**config.mk**
```make
export PLATFORM = sky130hd
export DESIGN_NAME = reg_read_stage
export DESIGN_NICKNAME = d
export VERILOG_FILES = /design/src/rtl/reg_read_stage_pkg.sv /design/src/rtl/reg_scoreboard.sv /design/src/rtl/reg_read_stage.sv
export SDC_FILE = /design/constraint.sdc
export NUM_CORES = 1
export LEC_CHECK = 0
export CAP_MARGIN = 20
export CORE_UTILIZATION = 55
export CTS_BUF_LIST = sky130_fd_sc_hd__clkbuf_4
export DETAILED_ROUTE_END_ITERATION = 8
export PLACE_DENSITY = 0.76
export SYNTH_ARGS = -nofsm -noshare
export SYNTH_HDL_FRONTEND = slang
export SYNTH_SLANG_ARGS = --single-unit
```
**constraint.sdc**
```tcl
create_clock -name clk -period 8 [get_ports clk]
set_input_delay 1.6 -clock clk [delete_from_list [all_inputs] [get_ports clk]]
set_output_delay 1.6 -clock clk [all_outputs]
set_load 0.03 [all_outputs]
```
**src/rtl/reg_read_stage_pkg.sv**
```systemverilog
`default_nettype none
// ============================================================================
// Module      : reg_read_stage_pkg
// Description : Shared processor constants and types for the register-read
//               stage: register count, data width, index width, pending
//               counter width and counter ceiling, plus a helper that
//               decides whether a decode source must wait for a writer.
// Revision    : 1.0 - initial release
// ============================================================================
package reg_read_stage_pkg;

    localparam int NUM_REGS = 8;   // architectural registers
    localparam int DATA_W   = 16;  // register width
    localparam int IDX_W    = 3;   // register index width
    localparam int CNT_W    = 2;   // pending-writer counter width
    localparam int CNT_MAX  = 3;   // in-flight writers per register (EX, MEM, WB)

    typedef logic [IDX_W-1:0] reg_idx_t;
    typedef logic [CNT_W-1:0] cnt_t;

    // A source waits while any writer is outstanding, unless the only
    // outstanding writer commits this very cycle: that value reaches the
    // reader through the write-before-read bypass.
    function automatic logic src_blocked(
        input logic src_use,
        input cnt_t cnt,
        input logic commit_hit
    );
        return src_use && (cnt != '0) && !((cnt == cnt_t'(1)) && commit_hit);
    endfunction

endpackage
`default_nettype wire

```
**src/rtl/reg_scoreboard.sv**
```systemverilog
`default_nettype none
// ============================================================================
// Module      : reg_scoreboard
// Description : Per-register pending-writer counters with RAW stall
//               generation and a sticky overflow/underflow error flag.
// Revision    : 1.0 - initial release
// Ports       : clk, rst              - clock, async active-high reset
//               wr_en, wr_reg         - write-back commit (decrements)
//               rd_reg1/2, rd1/2_use  - decode sources being checked
//               issue, issue_wr,
//               issue_dst             - issuing instruction (increments)
//               stall                 - decode must hold (combinational)
//               err                   - sticky counter overflow/underflow
// ============================================================================
module reg_scoreboard
    import reg_read_stage_pkg::*;
#(
    parameter int REG_COUNT = NUM_REGS,
    parameter int CNT_LIMIT = CNT_MAX
) (
    input  logic             clk,
    input  logic             rst,
    input  logic             wr_en,
    input  logic [IDX_W-1:0] wr_reg,
    input  logic [IDX_W-1:0] rd_reg1,
    input  logic [IDX_W-1:0] rd_reg2,
    input  logic             rd1_use,
    input  logic             rd2_use,
    input  logic             issue,
    input  logic             issue_wr,
    input  logic [IDX_W-1:0] issue_dst,
    output logic             stall,
    output logic             err
);

    localparam cnt_t C_CNT_TOP = cnt_t'(CNT_LIMIT);

    cnt_t                 w_cnt [REG_COUNT];
    logic [REG_COUNT-1:0] w_ovf;
    logic [REG_COUNT-1:0] w_unf;
    logic                 w_blk1;
    logic                 w_blk2;
    logic                 w_accept;
    logic                 err_q;
    logic                 err_d;

    always_comb begin
        w_blk1   = src_blocked(rd1_use, w_cnt[rd_reg1], wr_en && (wr_reg == rd_reg1));
        w_blk2   = src_blocked(rd2_use, w_cnt[rd_reg2], wr_en && (wr_reg == rd_reg2));
        // Reset discards every tracked writer, so decode is never held in reset.
        stall    = issue && !rst && (w_blk1 || w_blk2);
        w_accept = issue && !stall;
    end

    for (genvar gi = 0; gi < REG_COUNT; gi++) begin : g_cnt
        cnt_t cnt_q;
        cnt_t cnt_d;
        logic inc;
        logic dec;

        assign inc = w_accept && issue_wr && (issue_dst == IDX_W'(gi));
        assign dec = wr_en && (wr_reg == IDX_W'(gi));

        // Issue and commit to the same register cancel out.
        assign w_ovf[gi] = inc && !dec && (cnt_q == C_CNT_TOP);
        assign w_unf[gi] = dec && !inc && (cnt_q == '0);
        assign w_cnt[gi] = cnt_q;

        always_comb begin
            cnt_d = cnt_q;
            if (inc && !dec && (cnt_q != C_CNT_TOP)) begin
                cnt_d = cnt_q + 1'b1;
            end else if (dec && !inc && (cnt_q != '0)) begin
                cnt_d = cnt_q - 1'b1;
            end
        end

        always_ff @(posedge clk or posedge rst) begin
            if (rst) begin
                cnt_q <= '0;
            end else begin
                cnt_q <= cnt_d;
            end
        end
    end

    always_comb begin
        err_d = err_q | (|w_ovf) | (|w_unf);
    end

    always_ff @(posedge clk or posedge rst) begin
        if (rst) begin
            err_q <= 1'b0;
        end else begin
            err_q <= err_d;
        end
    end

    assign err = err_q;

endmodule
`default_nettype wire

```
**src/rtl/reg_read_stage.sv**
```systemverilog
`default_nettype none
// ============================================================================
// Module      : reg_read_stage
// Description : Register-read stage: general-purpose register array with
//               write-before-read bypass, plus a scoreboard that stalls
//               decode on read-after-write hazards.
// Revision    : 1.0 - initial release
// Ports       : clk, rst               - clock, async active-high reset
//               wr_en, wr_reg, wr_data - write-back commit
//               rd_reg1/2, rd1/2_use   - decode source indices and use bits
//               issue, issue_wr,
//               issue_dst              - issuing instruction info
//               read1_data/read2_data  - source operands (combinational)
//               stall                  - decode hold (combinational)
//               err                    - sticky scoreboard error
// ============================================================================
module reg_read_stage
    import reg_read_stage_pkg::IDX_W;
#(
    parameter int NUM_REGS = reg_read_stage_pkg::NUM_REGS,
    parameter int DATA_W   = reg_read_stage_pkg::DATA_W,
    parameter int CNT_MAX  = reg_read_stage_pkg::CNT_MAX
) (
    input  logic              clk,
    input  logic              rst,
    input  logic              wr_en,
    input  logic [IDX_W-1:0]  wr_reg,
    input  logic [DATA_W-1:0] wr_data,
    input  logic [IDX_W-1:0]  rd_reg1,
    input  logic [IDX_W-1:0]  rd_reg2,
    input  logic              rd1_use,
    input  logic              rd2_use,
    input  logic              issue,
    input  logic              issue_wr,
    input  logic [IDX_W-1:0]  issue_dst,
    output logic [DATA_W-1:0] read1_data,
    output logic [DATA_W-1:0] read2_data,
    output logic              stall,
    output logic              err
);

    logic [DATA_W-1:0] regs_q [NUM_REGS];
    logic [DATA_W-1:0] regs_d [NUM_REGS];
    logic              w_wr_live;

    // A commit presented during reset is dropped entirely.
    assign w_wr_live = wr_en && !rst;

    always_comb begin
        regs_d = regs_q;
        if (w_wr_live) begin
            regs_d[wr_reg] = wr_data;
        end
    end

    always_ff @(posedge clk or posedge rst) begin
        if (rst) begin
            regs_q <= '{default: '0};
        end else begin
            regs_q <= regs_d;
        end
    end

    // Same-cycle commit is forwarded so a reader released by that commit
    // sees the new value without waiting for the array update.
    always_comb begin
        read1_data = (w_wr_live && (wr_reg == rd_reg1)) ? wr_data : regs_q[rd_reg1];
        read2_data = (w_wr_live && (wr_reg == rd_reg2)) ? wr_data : regs_q[rd_reg2];
    end

    reg_scoreboard #(
        .REG_COUNT (NUM_REGS),
        .CNT_LIMIT (CNT_MAX)
    ) u_scoreboard (
        .clk       (clk),
        .rst       (rst),
        .wr_en     (w_wr_live),
        .wr_reg    (wr_reg),
        .rd_reg1   (rd_reg1),
        .rd_reg2   (rd_reg2),
        .rd1_use   (rd1_use),
        .rd2_use   (rd2_use),
        .issue     (issue),
        .issue_wr  (issue_wr),
        .issue_dst (issue_dst),
        .stall     (stall),
        .err       (err)
    );

endmodule
`default_nettype wire

```
# ---- Word level (Yosys, flattened, before mapping)
# Cells that the tools add are included.
dict set report word_totals {
  regBits 145
  inputBits 35
  output_inout_bits 34
  wordCells 238
}
dict set report classes {
  mux 33
  order_cmp 4
  n_addsub 16
  bitwise 5
  n_reduce_logical 129
  n_eq_ne 34
}
# operator count
set op_table {}
lappend op_table {{$bwmux 128} 1}
lappend op_table {{$mux 16} 7}
lappend op_table {{$bmux 16 s3} 2}
lappend op_table {{$logic_and 1x1->1} 78}
lappend op_table {{$demux 16 s3} 1}
lappend op_table {{$mux 2} 20}
lappend op_table {{$reduce_bool 2->1} 18}
lappend op_table {{$eq 3x3->1 const B} 8}
lappend op_table {{$logic_not 1->1} 20}
lappend op_table {{$add 2x1->2 const B} 8}
lappend op_table {{$eq 2x2->1 const B} 8}
lappend op_table {{$logic_not 2->1} 8}
lappend op_table {{$ne 2x2->1 const B} 8}
lappend op_table {{$reduce_or 8->1} 2}
lappend op_table {{$sub 2x1->2 const B} 8}
lappend op_table {{$bmux 2 s3} 2}
lappend op_table {{$eq 3x2->1 const B} 4}
lappend op_table {{$ge 4x4->1 const B} 3}
lappend op_table {{$not 3->4} 3}
lappend op_table {{$eq 3x1->1 const B} 2}
lappend op_table {{$eq 3x3->1} 2}
lappend op_table {{$logic_not 3->1} 2}
lappend op_table {{$eq 2x1->1 const B} 2}
lappend op_table {{$lt 4x1->1 const B} 1}
lappend op_table {{2 further kinds} 3}

# ---- Depth between registers and ports, before layout
dict set report logic_depth {
  ltp_word 19
  ltp_mapped 9
}

# ---- Cells and area by module
# From an unflattened synthesis, not the netlist that was laid out.
dict set report hier_totals {
  cells_unflattened 657
  hier_area_um2 9113.7
}
# mod seq_area_each_um2 cells_each area_each_um2 instances
set modules_own_cells {}
lappend modules_own_cells {reg_read_stage 3203.1 457 7373.3 1}
lappend modules_own_cells {reg_scoreboard 425.4 200 1740.4 1}

# ---- Worst setup path before layout
# OpenSTA, ideal clock, no wires.
dict set report synth_path {
  path_type {input port to output port}
  startpoint {input rst}
  endpoint {output stall}
  t_arrival_ns 5.597
  path_stages 3
  path_slack_ns 0.803
  path_cell_list {inv_1 > and3_1 > a22o_1}
}
dict set report synth_via {
  elab_chain_len 8
  word_cells_on_any_way 13
  classes_between {13 x reduce/logical}
}
# item line
set synth_rtl {}
lappend synth_rtl {{from (decl)} reg_read_stage.sv:25} ;# input logic rst,
lappend synth_rtl {{$logic_not 1->1 *} {reg_scoreboard.sv:51, reg_read_stage.sv:47}}
lappend synth_rtl {{$logic_and 1x1->1} reg_read_stage.sv:47} ;# assign w_wr_live = wr_en && !rst;
lappend synth_rtl {{$logic_and 1x1->1, on equally long branches} {reg_scoreboard.sv:48, reg_scoreboard.sv:49}}
lappend synth_rtl {{$logic_and 1x1->1} reg_read_stage_pkg.sv:29} ;# return src_use && (cnt != '0) && !((cnt == cnt_t'(1)) && commit_hit);
lappend synth_rtl {{$logic_not 1->1} reg_read_stage_pkg.sv:29}
lappend synth_rtl {{$logic_and 1x1->1} reg_read_stage_pkg.sv:29}
lappend synth_rtl {{$logic_or 1x1->1} reg_scoreboard.sv:51} ;# stall = issue && !rst && (w_blk1 || w_blk2);
lappend synth_rtl {{$logic_and 1x1->1 *} reg_scoreboard.sv:51}
lappend synth_rtl {{to (decl)} reg_read_stage.sv:38} ;# output logic stall,
# Mark *: on every way between the ends. The rest lies on a longest branch, timed or not.

# ---- Worst setup path after layout
dict set report layout_path {
  startpoint {input rd_reg2[2]}
  endpoint {output read2_data[8]}
}
dict set report layout_via {
  elab_chain_len 5
  word_cells_on_any_way 7
  classes_between {1 x eq/ne; 4 x mux; 1 x bitwise; 1 x reduce/logical}
}
# item line
set layout_rtl {}
lappend layout_rtl {{from (decl)} reg_read_stage.sv:30} ;# input logic [IDX_W-1:0] rd_reg2,
lappend layout_rtl {{$not 3->4 (implied by the code)} reg_read_stage.sv:68} ;# read2_data = (w_wr_live && (wr_reg == rd_reg2)) ? wr_data : regs_q[rd_reg2];
lappend layout_rtl {{$bmux 16 s3} reg_read_stage.sv:68}
lappend layout_rtl {{$mux 16 (implied by the code) (2 in a row)} reg_read_stage.sv:68}
lappend layout_rtl {{$mux 16 *} reg_read_stage.sv:68}
lappend layout_rtl {{to (decl)} reg_read_stage.sv:37} ;# output logic [DATA_W-1:0] read2_data,
# Mark *: on every way between the ends. The rest lies on a longest branch, timed or not. The select of a mux whose other input is x is not followed.

==> results.py <==
metrics = {
    "job": {
        "maxCapViolations": 0,
    },
    "cts": {
        "ctsHoldBuffers": 0,
        "insertion_delay_of_the_later_clocked_pin_in_the_worst_skew_pair_ns": 0.57,
        "post-cts-setup-buffer-count": 0,
        "clock_tree.buffer_depth": 2,
        "clk_pin_slew_ns": 0.12,
        "cts_tree": "yes",
        "cts-root-buf": "sky130_fd_sc_hd__clkbuf_4",
        "post_cts.resized_instances": 0,
        "h_tree_depth": 4,
        "clock_sinks": 145,
        "number_of_buffers_created_by_cts": 17,
    },
    "placed_design": {
        "place.detailed.hpwl_um": 14690,
        "placement.cell_area_um2": 9349,
        "numPortBuffers": 68,
        "gp_congestion": 0.9175,
    },
    "power_and_ir_drop": {
        "combPwrFrac_pct": 31.3,
        "power_density_nw_per_um2": 232.8,
        "p_total_w": 0.002257,
        "p_int_w": 0.001487,
        "switching_power_w": 0.0007695,
        "proportion_of_power_drawn_by_the_clock_network_pct": 22.8,
        "worst_ir_drop_vdd_v": 0.0001175,
        "power.share.switching_pct": 34.10,
        "part_of_the_total_power_dissipated_in_sequential_elements_pct": 45.9,
        "p_leak_nw": 4.224,
    },
    "global_routing": {
        "antenna_violations_before_repair": 1,
        "global_route_wire_length_before_repair_um": 36910,
        "grt_start_max_net_pins": 85,
        "global_route.overflow_total": 0,
        "grt_pass1_vias": 6921,
        "global_route.usage.total_pct": 30.69,
    },
    "synth": {
        "synth_flop_cell": "sky130_fd_sc_hd__dfrtp_1",
        "synth_nets": 823,
        "postSynth.asyncResetShare_pct": 100.0,
        "post_synthesis_instance_area_um2": 8582,
        "postSynthCellCount": 788,
        "netlist_top_cells_area": "sky130_fd_sc_hd__dfrtp_1, sky130_fd_sc_hd__mux4_2, sky130_fd_sc_hd__nand2_1",
        "syn_avg_cell_area_um2": 10.89,
        "synth.yosys.seq_area_share_pct": 42.28,
        "yosys_top_cell_area_share_pct": 42.28,
        "synth-seq-cells": 145,
        "synth_edf_count": 0,
        "yosys_warnings": 0,
        "synth_area_leader_cell": "sky130_fd_sc_hd__dfrtp_1",
        "post_synth_num_cell_types": 55,
    },
    "critical_path": {
        "peak_fanout_along_the_critical_path": 22,
        "start_kind": "input port",
        "path_delay_family": "buffers and inverters",
        "critical-path-max-stage-delay_ns": 0.82,
        "timing.critical_path.slowest_stage_cell": "sky130_fd_sc_hd__clkdlybuf4s50_1",
        "reg2reg_setup_slack_ns": 4.83,
        "kind_of_end_point_of_the_critical_path": "output port",
        "worst_ep_arrival_time_ns": 4.32,
        "critPathRequiredTime_ns": 6.40,
        "crit_chain": "clkdlybuf4s50_1, xor2_1, nor4_2, buf_4, nand2_1, o21ai_0, clkdlybuf4s50_1",
        "reg2regPathDepth": 7,
        "cell_seen_most_often_among_critical_path_stages": "sky130_fd_sc_hd__clkdlybuf4s50_1",
        "worst-setup-path-type": "input port to output port",
        "cp_num_buf_inv": 3,
        "worstReg2RegStart": "u_scoreboard.g_cnt[7].cnt_q[0]",
        "reg2reg_to": "u_scoreboard.err",
    },
    "outcome": {
        "outcome": "finished, final reports clean",
    },
    "sta": {
        "final.min_clock_period_ns": 5.923,
        "slew_headroom_pct": 23.89,
        "final.period_utilization_pct": 74.03,
        "max_freq_mhz": 168.8,
        "final_max_slew_viol_count": 0,
        "grt_setup_unrepaired": "no",
        "finalClockSkew_ns": 0.01556,
        "final_setup_violation_count": 0,
        "worst_pin_slew_ns": 1.140,
        "final_hold_viol_count": 0,
        "timing.setup.tns_ns": 0,
    },
    "drt": {
        "drt-wirelength-per-cell_um": 22.78,
        "post_drt_via_cell_ratio": 6.567,
        "drc_errors": 0,
        "drt-total-wl_um": 23370,
        "drt_first_pass_iters": 5,
        "antenna_violation_net_count_after_detailed_routing": 0,
        "drt_first_iter_violations": 660,
        "routed_via_count": 6738,
    },
    "floorplan": {
        "die_area_um2": 16110,
        "chipHeight_um": 126.9,
        "io_pins": 69,
        "std_cell_rows": 45,
        "die_width_um": 126.9,
        "start_util_pct": 56.45,
        "core_area_um2": 15200,
    },
    "cells_and_area": {
        "final_net_count": 859,
        "final_cell_area_um2": 9694,
        "fin_util_pct": 63.77,
        "layout.cells.most_common": "sky130_fd_sc_hd__nand2_1",
        "commonest_cells_after_routing_fill_and_taps_aside": "sky130_fd_sc_hd__nand2_1, sky130_fd_sc_hd__dfrtp_1, sky130_fd_sc_hd__mux4_2",
        "area_growth_syn_to_layout_pct": 12.96,
        "post_route_cells_drive_above_1_share_pct": 24.73,
    },
    "min_path": {
        "min_delay_path_depth": 2,
        "hold_start": "regs_q[52]",
        "holdCritPathClass": "register to register",
        "hold_path_end": "regs_q[52]",
    },
}
-- flip-flops by register name (all words and copies together), names as in the netlist --
signal / cells
u_scoreboard.g_cnt.cnt_q: 16
u_scoreboard.err: 1
regs_q: 128
-- power by group through the flow --
stage               registers (W)  logic (W)  clock network (W)
detailed placement        0.00104   0.000703                  0
global route              0.00105   0.000755           0.000549
floorplan                0.000990   0.000514                  0
finish                    0.00104   0.000706           0.000514
global placement          0.00102   0.000677                  0
CTS                       0.00103   0.000705           0.000522
-- layout make-up --
cell class                      count  area (um^2)
Antenna cell                        1        2.502
Clock buffer                       18        135.1
Clock inverter                     14        180.2
Fill cell                        1159         5508
Inverter                           14        57.56
Multi-Input combinational cell    562         4654
Sequential cell                   145         3628
Tap cell                          188        235.2
Timing Repair Buffer               84        800.8
-- Yosys cell counts, types with 2 or more instances --
| cell type | n |
|---|---|
| sky130_fd_sc_hd__nor4_1 | 5 |
| sky130_fd_sc_hd__xor2_1 | 6 |
| sky130_fd_sc_hd__a21boi_0 | 5 |
| sky130_fd_sc_hd__mux2i_1 | 37 |
| sky130_fd_sc_hd__or3_1 | 2 |
| sky130_fd_sc_hd__a2111oi_0 | 3 |
| sky130_fd_sc_hd__and4_1 | 3 |
| sky130_fd_sc_hd__o21ai_0 | 34 |
| sky130_fd_sc_hd__mux2_2 | 66 |
| sky130_fd_sc_hd__inv_1 | 13 |
| sky130_fd_sc_hd__and3_1 | 3 |
| sky130_fd_sc_hd__o41ai_1 | 3 |
| sky130_fd_sc_hd__buf_4 | 2 |
| sky130_fd_sc_hd__nand2b_1 | 4 |
| sky130_fd_sc_hd__a21oi_1 | 8 |
| sky130_fd_sc_hd__o22ai_1 | 6 |
| sky130_fd_sc_hd__dfrtp_1 | 145 |
| sky130_fd_sc_hd__o21bai_1 | 8 |
| sky130_fd_sc_hd__nor3_1 | 3 |
| sky130_fd_sc_hd__buf_2 | 5 |
| sky130_fd_sc_hd__nor2_1 | 14 |
| sky130_fd_sc_hd__clkbuf_1 | 50 |
| sky130_fd_sc_hd__nand2_1 | 237 |
| sky130_fd_sc_hd__nand3_1 | 8 |
| sky130_fd_sc_hd__or2_2 | 3 |
| sky130_fd_sc_hd__a22o_1 | 4 |
| sky130_fd_sc_hd__a31oi_1 | 3 |
| sky130_fd_sc_hd__buf_6 | 2 |
| sky130_fd_sc_hd__nand4_1 | 2 |
| sky130_fd_sc_hd__mux4_2 | 72 |
| sky130_fd_sc_hd__buf_1 | 8 |
-- worst max-delay path by stage --
| stage | startpoint | endpoint | slack (ns) | cells past startpoint |
|---|---|---|---|---|
| floorplan | rst | stall | 0.80 | 3 |
| global placement | rd_reg1[2] | read1_data[9] | 2.10 | 7 |
| detailed placement | rd_reg2[2] | stall | 2.09 | 6 |
| CTS | rd_reg2[2] | stall | 2.09 | 6 |
| global route | rd_reg2[2] | read2_data[8] | 1.97 | 7 |
| finish | rd_reg2[2] | read2_data[8] | 2.08 | 7 |
-- cell families (layout without fill, tap and decap cells) --
logic type             count (synthesis)  count (layout)  share of synthesized area (%)
multiplexers                         176             176                          32.05
AND/OR/NAND/NOR                      291             291                          13.95
AO/OA/AOI/OAI                         89              89                          7.232
buffers and inverters                 81             130                          3.878
XOR/XNOR                               6               6                         0.6123
other                                  0               1                              0
flip-flops                           145             145                          42.28
-- stage by stage --
| stage | instances | worst slack, ns | hold WS [ns] |
|---|---|---|---|
| 5_1_grt | 1026 | 1.971 | 0.5309 |
| 2_1_floorplan | 788 | 0.8026 | 0.4576 |
| 3_5_place_dp | 992 | 2.088 | 0.4814 |
| 4_1_cts | 1024 | 2.089 | 0.5101 |
| 3_3_place_gp | 992 | 2.100 | 0.4700 |
| 6_report | 1026 | 2.077 | 0.5078 |
-- routing by layer --
layer	vias to the layer above	global-route usage [%]	share of wire, %
met5	-	0	0
met2	336	50.06	49
li1	2894	-	-
met4	0	12.39	2.7
met3	68	6.790	8.1
met1	3440	40.19	40
-- tightest hold or removal path, delay by kind of cell (launching register included) --
| kind | cells | cell delay (ns) |
|---|---|---|
| AND/OR/NAND/NOR | 2 | 0.10 |
| flip-flops | 1 | 0.38 |
Note: power is estimated with default switching activity, not from simulation.
